===== src/rtl/stream_arb_mux.sv =====
// Round-robin N:1 stream arbiter/multiplexer with a single-beat registered output slot.
// Optional packet-locked arbitration is enabled by defining STREAM_ARB_MUX_PKT_LOCK_EN.
// Without it, every accepted beat re-arbitrates and in_last is sideband only.
module stream_arb_mux #(
  parameter int unsigned WIDTH = 4,
  parameter int unsigned PORTS = 2,
  parameter int unsigned SEL_W = 1
) (
  input  logic                   clk,
  input  logic                   rst,
  input  logic [WIDTH*PORTS-1:0] in_data_i,
  input  logic [PORTS-1:0]       in_valid_i,
  input  logic [PORTS-1:0]       in_last_i,
  output logic [PORTS-1:0]       in_ready_o,
  output logic [WIDTH-1:0]       out_data_o,
  output logic                   out_valid_o,
  output logic                   out_last_o,
  output logic [SEL_W-1:0]       out_sel_o,
  input  logic                   out_ready_i
);

  logic [SEL_W-1:0] ptr_q;
  logic [WIDTH-1:0] out_data_q;
  logic             out_valid_q;
  logic             out_last_q;
  logic [SEL_W-1:0] out_sel_q;

  logic             load_en;
  logic [SEL_W-1:0] grant;
  logic             grant_vld;
  logic             accept;
  logic [SEL_W-1:0] ptr_inc;
  logic [WIDTH-1:0] sel_data;
  logic             sel_last;

`ifdef STREAM_ARB_MUX_PKT_LOCK_EN
  typedef enum logic [0:0] {StIdle, StLocked} state_e;
  state_e           state_q;
  logic [SEL_W-1:0] lock_q;
`endif

  assign load_en = !out_valid_q || out_ready_i;

  // Grant selection: first valid port at or after ptr, wrapping; a locked packet overrides.
  always_comb begin
    int unsigned idx;
    idx       = 0;
    grant     = '0;
    grant_vld = 1'b0;
    for (int unsigned k = 0; k < PORTS; k++) begin
      idx = int'(ptr_q) + k;
      if (idx >= PORTS) idx = idx - PORTS;
      if (!grant_vld && in_valid_i[idx]) begin
        grant     = idx[SEL_W-1:0];
        grant_vld = 1'b1;
      end
    end
`ifdef STREAM_ARB_MUX_PKT_LOCK_EN
    // Locked port keeps the grant even while it has no valid beat, stalling others.
    if (state_q == StLocked) begin
      grant     = lock_q;
      grant_vld = in_valid_i[lock_q];
    end
`endif
  end

  assign accept   = load_en && grant_vld;
  assign ptr_inc  = (int'(grant) == int'(PORTS) - 1) ? '0 : grant + 1'b1;
  assign sel_data = in_data_i[int'(grant)*WIDTH +: WIDTH];
  assign sel_last = in_last_i[grant];

  // One-hot ready to the granted port only; forced low while reset is held.
  always_comb begin
    in_ready_o = '0;
    for (int unsigned i = 0; i < PORTS; i++) begin
      in_ready_o[i] = !rst && accept && (grant == SEL_W'(i));
    end
  end

  // Output slot, round-robin pointer and (optionally) the packet-lock FSM.
  always_ff @(posedge clk or posedge rst) begin
    if (rst) begin
      ptr_q       <= '0;
      out_data_q  <= '0;
      out_valid_q <= 1'b0;
      out_last_q  <= 1'b0;
      out_sel_q   <= '0;
`ifdef STREAM_ARB_MUX_PKT_LOCK_EN
      state_q     <= StIdle;
      lock_q      <= '0;
`endif
    end else begin
      if (accept) begin
        out_data_q  <= sel_data;
        out_last_q  <= sel_last;
        out_sel_q   <= grant;
        out_valid_q <= 1'b1;
`ifdef STREAM_ARB_MUX_PKT_LOCK_EN
        unique case (state_q)
          StIdle: begin
            if (sel_last) begin
              ptr_q <= ptr_inc;
            end else begin
              state_q <= StLocked;
              lock_q  <= grant;
            end
          end
          StLocked: begin
            if (sel_last) begin
              state_q <= StIdle;
              ptr_q   <= ptr_inc;
            end
          end
          default: state_q <= StIdle;
        endcase
`else
        ptr_q <= ptr_inc;
`endif
      end else if (out_ready_i) begin
        out_valid_q <= 1'b0;
      end
    end
  end

  assign out_data_o  = out_data_q;
  assign out_valid_o = out_valid_q;
  assign out_last_o  = out_last_q;
  assign out_sel_o   = out_sel_q;

endmodule


===== config.mk =====
export PLATFORM = sky130hd
export DESIGN_NAME = stream_arb_mux
export DESIGN_NICKNAME = d
export VERILOG_FILES = /design/src/rtl/stream_arb_mux.sv
export SDC_FILE = /design/constraint.sdc
export NUM_CORES = 1
export LEC_CHECK = 0
export ABC_AREA = 1
export ABC_CLOCK_PERIOD_IN_PS = 1400
export CORE_AREA = 2 2 39 41
export DETAILED_ROUTE_END_ITERATION = 12
export DIE_AREA = 0 0 41 43
export HOLD_SLACK_MARGIN = 0.03
export PLACE_DENSITY_LB_ADDON = 0.3
export SLEW_MARGIN = 20
export SYNTH_ARGS = -nofsm -noshare
export SYNTH_HDL_FRONTEND = slang
export SYNTH_SLANG_ARGS = --single-unit

===== constraint.sdc =====
create_clock -name clk -period 1.4 [get_ports clk]
set_input_delay 0.28 -clock clk [delete_from_list [all_inputs] [get_ports clk]]
set_output_delay 0.28 -clock clk [all_outputs]
set_load 0.02 [all_outputs]

# Word-level counts from Yosys, hierarchy flattened
# Cells that the tools add are included.
[totals]
ff_bits = 8
inputBits = 15
out_inout_bits = 9
[classes]
addsub = 4
n_lt_le_gt_ge = 5
shift = 1
n_mux = 15
bitwise = 1
n_reduce_logical = 10
[ops]
columns = ["operator", "n"]
rows = [
  ["less-than comparator 32 x 2 -> 1 bit (second input constant)", 2],
  ["two-way mux 32 bit", 2],
  ["two-way mux 1 bit", 13],
  ["variable part select 8 x 4 -> 4 bit", 1],
  ["logical AND 1 bit", 5],
  ["zero test 1 bit", 3],
  ["subtractor 1 x 2 -> 3 bit (second input constant)", 1],
  ["subtractor 2 x 2 -> 3 bit (second input constant)", 1],
  ["adder 1 x 1 -> 2 bit (second input constant)", 1],
  [">= comparator 1 x 2 -> 1 bit (second input constant)", 1],
  [">= comparator 2 bit (second input constant)", 1],
  ["less-than comparator 1 x 2 -> 1 bit (second input constant)", 1],
  ["nonzero test 2 bit", 1],
  ["adder 1 bit (second input constant)", 1],
  ["logical OR 1 bit", 1],
  ["NOT 1 bit", 1],
]

# Logic depth before layout (Yosys ltp)
# Gate-level depths: netlist of run 1.
[depth]
depth_word = 11
depth_mapped = 7
depth_no_buf = 7

# Least setup slack after synthesis of run 1
# No wires, ideal clock.
[synth_path]
kind = "reg-to-output"
startpoint = "register out_valid_q (netlist: out_valid_o)"
endpoint = "output port in_ready_o[1]"
arrival_time_ns = 1.053
slack_ns = 0.067
path_stages_with_launch = 5
path_buffers = 1
cell_sequence = "dfrtp_1 nand2_1 nand2_1 buf_6 nor3_2"
[synth_via]
elab_chain_len = 5
[synth_lines]
columns = ["element", "line_no", "text"]
rows = [
  ["start, declared", "24", "logic out_valid_q;"],
  ["start signal, assigned", "85", "out_valid_q <= 1'b0;"],
  ["start signal, assigned", "97", "out_valid_q <= 1'b1;"],
  ["start signal, assigned", "120", "out_valid_q <= 1'b0;"],
  ["zero test 1 bit", "42", "assign load_en = !out_valid_q || out_ready_i;"],
  ["logical OR 1 bit", "42", ""],
  ["logical AND 1 bit", "67", "assign accept = load_en && grant_vld;"],
  ["logical AND 1 bit (2 in series)", "76", "in_ready_o[i] = !rst && accept && (grant == SEL_W'(i));"],
  ["end, declared", "14", "output logic [PORTS-1:0] in_ready_o,"],
]
# No other way between the ends.

# Final worst setup path of run 1
[layout_path]
startpoint = "register ptr_q"
endpoint = "output port in_ready_o[0]"
[layout_via]
elab_chain_len = 11
word_cells_on_any_way = 21
classes_between = "add/sub (3); order compare (2); mux (10); bitwise (1); reduce/logical (5)"
[layout_lines]
columns = ["element", "line_no", "text"]
rows = [
  ["start, declared", "22", "logic [SEL_W-1:0] ptr_q;"],
  ["start signal, assigned", "117", "ptr_q <= ptr_inc;"],
  ["subtractor 1 x 2 -> 3 bit or >= comparator 1 x 2 -> 1 bit (tied branches)", "52", "if (idx >= PORTS) idx = idx - PORTS;"],
  ["two-way mux 32 bit", "52", ""],
  ["two-way mux 1 bit (not written as such) (2 in series)", "53", "if (!grant_vld && in_valid_i[idx]) begin"],
  ["two-way mux 1 bit", "53", ""],
  ["zero test 1 bit", "53", ""],
  ["logical AND 1 bit", "53", ""],
  ["two-way mux 1 bit", "53", ""],
  ["logical AND 1 bit", "67", ""],
  ["logical AND 1 bit", "76", ""],
  ["logical AND 1 bit (*)", "76", ""],
]
# Every way passes the cells marked *; elsewhere a longest branch is shown, timed or not. The select of a mux whose other input is x is not followed.

==> flow_summary.yaml, run 1 <==
detailed_routing:
  first_pass_iters: 4
  final_antenna_net_count: 0
  drt_iter0_drc: 14
  drt-wirelength-per-cell_um: 11.06
  via_count: 484
  wirelength_mm: 1.183
  drc: 0
  vias_per_cell: 4.523
job:
  maxCapViolCount: 0
power:
  power_density_nw_per_um2: 1349
  clockPowerShare: 0.180
  internal_power_uw: 618.0
  p_leak_uw: 0.0004172
  swShare: 0.3956
  ir_worst_vdd_mv: 0.6493
  total_power_uw: 1023
  p_seq_frac: 0.336
  power.switching_uw: 404.5
  combPwrFrac: 0.484
final_layout:
  nNetsFinal: 108
  drive_gt1_frac: 0.2527
  area_growth_syn_to_layout_pct: 76.16
  fin_cells: 107
  utilization: 0.5479
  num-fill-cells: 126
  diodes: 0
worst_setup_path:
  crit_arrival_ns: 1.21
  cp-start-kind: "flop"
  critPathKind: "flop to output port"
  crit_path_end_kind: "output port"
  cp_max_fo: 4
  cp.required_ns: 1.12
outcome:
  status: "complete, but fails checks"
  violations: "negative setup slack"
die:
  core_um2: 1384
  dieArea_um2: 1763
  dieHeight_um: 43
  start_util: 0.3110
  die_x_um: 41
  rows: 14
  io_pins: 24
place:
  port_buffers: 23
  hpwl_um: 856.8
  dp_cells: 101
  place_congestion: 0.7175
sta:
  setup_ws_ns: -0.08843
  worst_pin_slew_ns: 0.3380
  slew_headroom: 0.7744
  hold_violations: 0
  setup_viol: 2
  fmax_mhz: 671.8
  fin_skew_ns: 0.002303
  slew_violations: 0
  post-route-min-period_ns: 1.488
  grt_setup_unrepaired: "yes"
  finalCritPeriodShare: 1.063
  setup_tns_ns: -0.1539
  fin_hold_ws_ns: 0.3678
logic_synthesis:
  ys_warn_count: 0
  avgSynthCellArea_um2: 7.421
  synthCells: 58
  yosysTopAreaCellShare: 0.4651
  yosysUniqueCellTypes: 12
  ys_ff_latch: 8
  syn_area_um2: 430.4
  synth_top_cells_by_area: "dfrtp_1, nand2_1, nand3_1, buf_6, inv_1"
  synthesis.nets: 73
  yosysTopAreaCell: "dfrtp_1"
  yosysSeqAreaShare: 0.4651
clocking:
  root_buffer: "clkbuf_4"
  clkTransAtPathRegs_ns: 0.06
  clock_latency_ns: 0.26
  h-tree-depth: 1
  cts_tree: "built"
  numCtsBuffers: 3
  cts.sinks: 8
  clk_path_buf_depth: 2
hold_path:
  hold_class: "input pin to asynchronous set/reset pin"
grt:
  antenna_found_initial: 0
  grt_pass1_vias: 416
  grt_pass1_wl_mm: 1.635
  grt_overflow: 0
  track_usage: 0.1426
  grt_max_degree: 11
-- power by group through the flow --
stage | Sequential [µW] | Clock, µW | Combinational, µW
final | 343 | 184 | 495
after global routing | 351 | 201 | 536
after global placement | 348 | 0 | 499
after CTS | 344 | 192 | 466
after detailed placement | 350 | 0 | 506
after floorplan | 431 | 0 | 184
-- through the flow --
stage | instance area, µm² | setup slack, ns
finish | 758.2 | -0.08843
global placement | 706.9 | -0.6644
CTS | 725.7 | -0.09776
floorplan | 430.4 | 0.06658
global route | 758.2 | -0.1543
detailed placement | 706.9 | -0.6787
-- worst paths after layout --
path,from,cells past startpoint,slack [ns],endpoint
setup / recovery,ptr_q$_DFFE_PP0P_,6,-0.09,in_ready_o[0]
hold / removal,rst,2,0.37,ptr_q$_DFFE_PP0P_
setup reg to reg,ptr_q$_DFFE_PP0P_,7,0.19,out_last_o$_DFFE_PP0P_
hold reg to reg,out_sel_o$_DFFE_PP0P_,2,0.47,out_sel_o$_DFFE_PP0P_
max in group asynchronous,rst,2,0.78,out_data_o[2]$_DFFE_PP0P_
min in group clk,out_sel_o$_DFFE_PP0P_,2,0.47,out_sel_o$_DFFE_PP0P_
-- flip-flops by register name, indices dropped and copies added (netlist names) --
signal / cells
out_valid_o: 1
out_data_o: 4
ptr_q: 1
out_sel_o: 1
out_last_o: 1
-- layer usage --
layer	GRT usage	up-vias	wire (µm)
met5	0	-	0
met3	0.03141	4	82
li1	-	246	-
met1	0.1776	217	522
met4	0.1200	0	34
met2	0.1969	17	544
-- Yosys cell counts --
| master | n |
|---|---|
| nand2_1 | 32 |
| dfrtp_1 | 8 |
| nand3_1 | 6 |
| inv_1 | 3 |
| inv_2 | 2 |
| buf_6 | 1 |
| nand2_2 | 1 |
| nand2_4 | 1 |
| nand3_2 | 1 |
| nor2_1 | 1 |
| nor3_2 | 1 |
| o21ai_2 | 1 |
-- cell usage in the layout (no fill, tap or decap), drive strengths merged --
cell type,instances
nand2,34
nor2,1
nor3,1
nand3,7
o21ai,1
buf,10
inv,5
clkbuf,3
clkdlybuf4s50,12
dfrtp,8
dlygate4sd2,9
-- area by class of cell --
class	count	area (µm²)	area share
multi-input combinational	44	222.7	0.2937
sequential	8	200.2	0.2640
timing repair buffer	31	274.0	0.3614
inverter	5	18.77	0.02475
tap	16	20.02	0.02640
clock buffer	3	22.52	0.02970
-- critical path, cell delays in order, from the launching register on --
cell	delay, ns
dfrtp_1	0.40
inv_2	0.07
nand2_4	0.07
nand2_4	0.08
nand3_2	0.09
nor2_1	0.09
buf_4	0.14
-- timing repair --
item	CTS	global route
resized for setup	22	2
pin swaps	2	2
hold buffers	0	0
endpoints found under the setup margin	9	2
setup buffers	0	3
-- logic make-up after synthesis --
group,after synthesis,share of synthesized area
AO/OA/AOI/OAI,1,0.02035
flip-flops,8,0.4651
AND/OR/NAND/NOR,43,0.4448
buffers and inverters,6,0.06977
Note: power is estimated with default switching activity, not from simulation.
==> inputs of run 2 (changes only) <==
--- a/config.mk
+++ b/config.mk
@@ -6,7 +6,7 @@
 export NUM_CORES = 1
 export LEC_CHECK = 0
 export ABC_AREA = 1
-export ABC_CLOCK_PERIOD_IN_PS = 1400
+export ABC_CLOCK_PERIOD_IN_PS = 1620
 export CORE_AREA = 2 2 39 41
 export DETAILED_ROUTE_END_ITERATION = 12
 export DIE_AREA = 0 0 41 43
==> constraint.sdc (replaced) <==
create_clock -name clk -period 1.62 [get_ports clk]
set_input_delay 0.324 -clock clk [delete_from_list [all_inputs] [get_ports clk]]
set_output_delay 0.324 -clock clk [all_outputs]
set_load 0.02 [all_outputs]
==> run 2 against run 1 <==
Compared with the run above:
- the run now ends clean
- register-to-register slack better by 0.21 ns
- die area is the same
- clock power shrank 13%
- sequential power fell by 13%
- combinational power is 7.3% lower
- total power shrank 10%
- core utilization down 0.090 points
- non-clock buffer count down 1
- flip-flop and latch count did not move
- first-iteration DRC count increased by 14%
- clock skew increased by 0.0017 ns
- count of clock-buffer cells in the layout unchanged
- largest cell class unchanged
- largest power group unchanged
- highest routed layer unchanged
==> flow_summary.yaml, run 2 (same netlist as run 1, synthesis figures left out) <==
clocking:
  clock_latency_ns: 0.26
  root_buffer: "clkbuf_4"
  clk_path_buf_depth: 2
  cts.sinks: 8
  cts_tree: "built"
  numCtsBuffers: 3
  h-tree-depth: 1
  clkTransAtPathRegs_ns: 0.06
power:
  p_leak_uw: 0.0004045
  power_density_nw_per_um2: 1212
  ir_worst_vdd_mv: 0.5628
  total_power_uw: 917.5
sta:
  fin_skew_ns: 0.004014
  worst_pin_slew_ns: 0.3452
  slew_headroom: 0.7696
  fmax_mhz: 644.8
  finalCritPeriodShare: 0.9573
  fin_hold_ws_ns: 0.4056
  post-route-min-period_ns: 1.551
  hold_violations: 0
  slew_violations: 0
  setup_tns_ns: 0
  grt_setup_unrepaired: "yes"
  setup_viol: 0
place:
  port_buffers: 23
  place_congestion: 0.7174
  hpwl_um: 856.8
worst_setup_path:
  worst_r2r_path_depth: 7
  cpMaxStageDelayCell: "dfrtp_1"
  crit_chain: "inv_2, nand2_4, nand3_4, nand2_2, nor3_2, buf_4"
  crit_arrival_ns: 1.23
  cp.required_ns: 1.30
  cp-start-kind: "flop"
  cp_max_fo: 3
  crit_path_end_kind: "output port"
  cp_slowest_stage_delay_ns: 0.40
  critPathKind: "flop to output port"
die:
  io_pins: 24
  dieArea_um2: 1763
  die_x_um: 41
  rows: 14
  dieHeight_um: 43
  start_util: 0.3110
  core_um2: 1384
final_layout:
  final_cell_mix: "nand2_1, clkdlybuf4s50_1, buf_4"
  nNetsFinal: 107
  utilization: 0.5470
  drive_gt1_frac: 0.2444
  final_common_cell: "nand2_1"
  largest_reg_flops: 4
  diodes: 0
  num-fill-cells: 131
  area_growth_syn_to_layout_pct: 75.87
detailed_routing:
  via_count: 492
  drt_iter0_drc: 16
  wirelength_mm: 1.174
  first_pass_iters: 4
  drc: 0
  drt-wirelength-per-cell_um: 11.08
  final_antenna_net_count: 0
  vias_per_cell: 4.642
outcome:
  status: "finished, final reports clean"
grt:
  grt_max_degree: 11
  grt_overflow: 0
  grt_pass1_vias: 411
  antenna_found_initial: 0
  track_usage: 0.1395
  grt_pass1_wl_mm: 1.593
job:
  maxCapViolCount: 0
hold_path:
  hold_class: "input pin to asynchronous set/reset pin"
run 2: changes by cell type in the layout (fill, tap and decap cells not counted):
cell	before	now
nand2_2	2	3
buf_4	10	9
dlygate4sd2_1	9	2
clkdlybuf4s50_1	12	18
dlymetal6s2s_1	0	1
nand2_4	2	1
run 2: what timing repair did:
action                     CTS  global route
setup endpoints to repair    2             2
resized for setup           12             5
setup buffers                0             2
hold endpoints to repair     0             0
hold buffers                 0             0
pin swaps                    0             2
run 2: critical path: cells and delay by family (launching register included):
kind | cells | cell delay (ns)
buffers and inverters | 2 | 0.23
DFF | 1 | 0.40
and+or+nand+nor | 4 | 0.33
run 2: final cells by class:
type	count	area [µm²]	share of cell area
Clock buffer	3	22.52	0.02975
Inverter	5	18.77	0.02479
Multi-Input combinational cell	44	217.7	0.2876
Sequential cell	8	200.2	0.2645
Tap cell	16	20.02	0.02645
Timing Repair Buffer	30	277.8	0.3669
run 2: path summary, 6_finish.rpt:
check                                                from                        end  slack (ns)
min in group clk                              out_ready_i          ptr_q$_DFFE_PP0P_        0.47
worst max-delay path                    ptr_q$_DFFE_PP0P_              in_ready_o[1]        0.07
max in group asynchronous                             rst  out_data_o[2]$_DFFE_PP0P_        0.96
worst min register to register  out_data_o[1]$_DFFE_PP0P_  out_data_o[1]$_DFFE_PP0P_        0.48
worst min-delay path                                  rst          ptr_q$_DFFE_PP0P_        0.41
worst max register to register          ptr_q$_DFFE_PP0P_     out_last_o$_DFFE_PP0P_        0.40
run 2: routing by layer:
layer	vias to the layer above	global-route usage	share of wire
li1	245	-	-
met1	223	0.1678	0.43
met2	19	0.1969	0.46
met3	5	0.03141	0.073
met4	0	0.1200	0.036
met5	-	0	0
run 2: metrics by stage:
step / area (µm²) / setup WS, ns / instances
finish: 757.0 / 0.06915 / 106
global route: 757.0 / -0.01087 / 106
detailed placement: 706.9 / -0.5467 / 101
floorplan: 430.4 / 0.2426 / 58
CTS: 721.9 / 0.02686 / 104
global placement: 706.9 / -0.5324 / 101
run 2: power by group:
group | total, µW | leakage (µW) | switching (µW) | internal (µW)
Combinational | 459 | 0.000294 | 240 | 219
Sequential | 299 | 0.0000970 | 34.6 | 264
Clock | 160 | 0.0000138 | 74.4 | 85.2
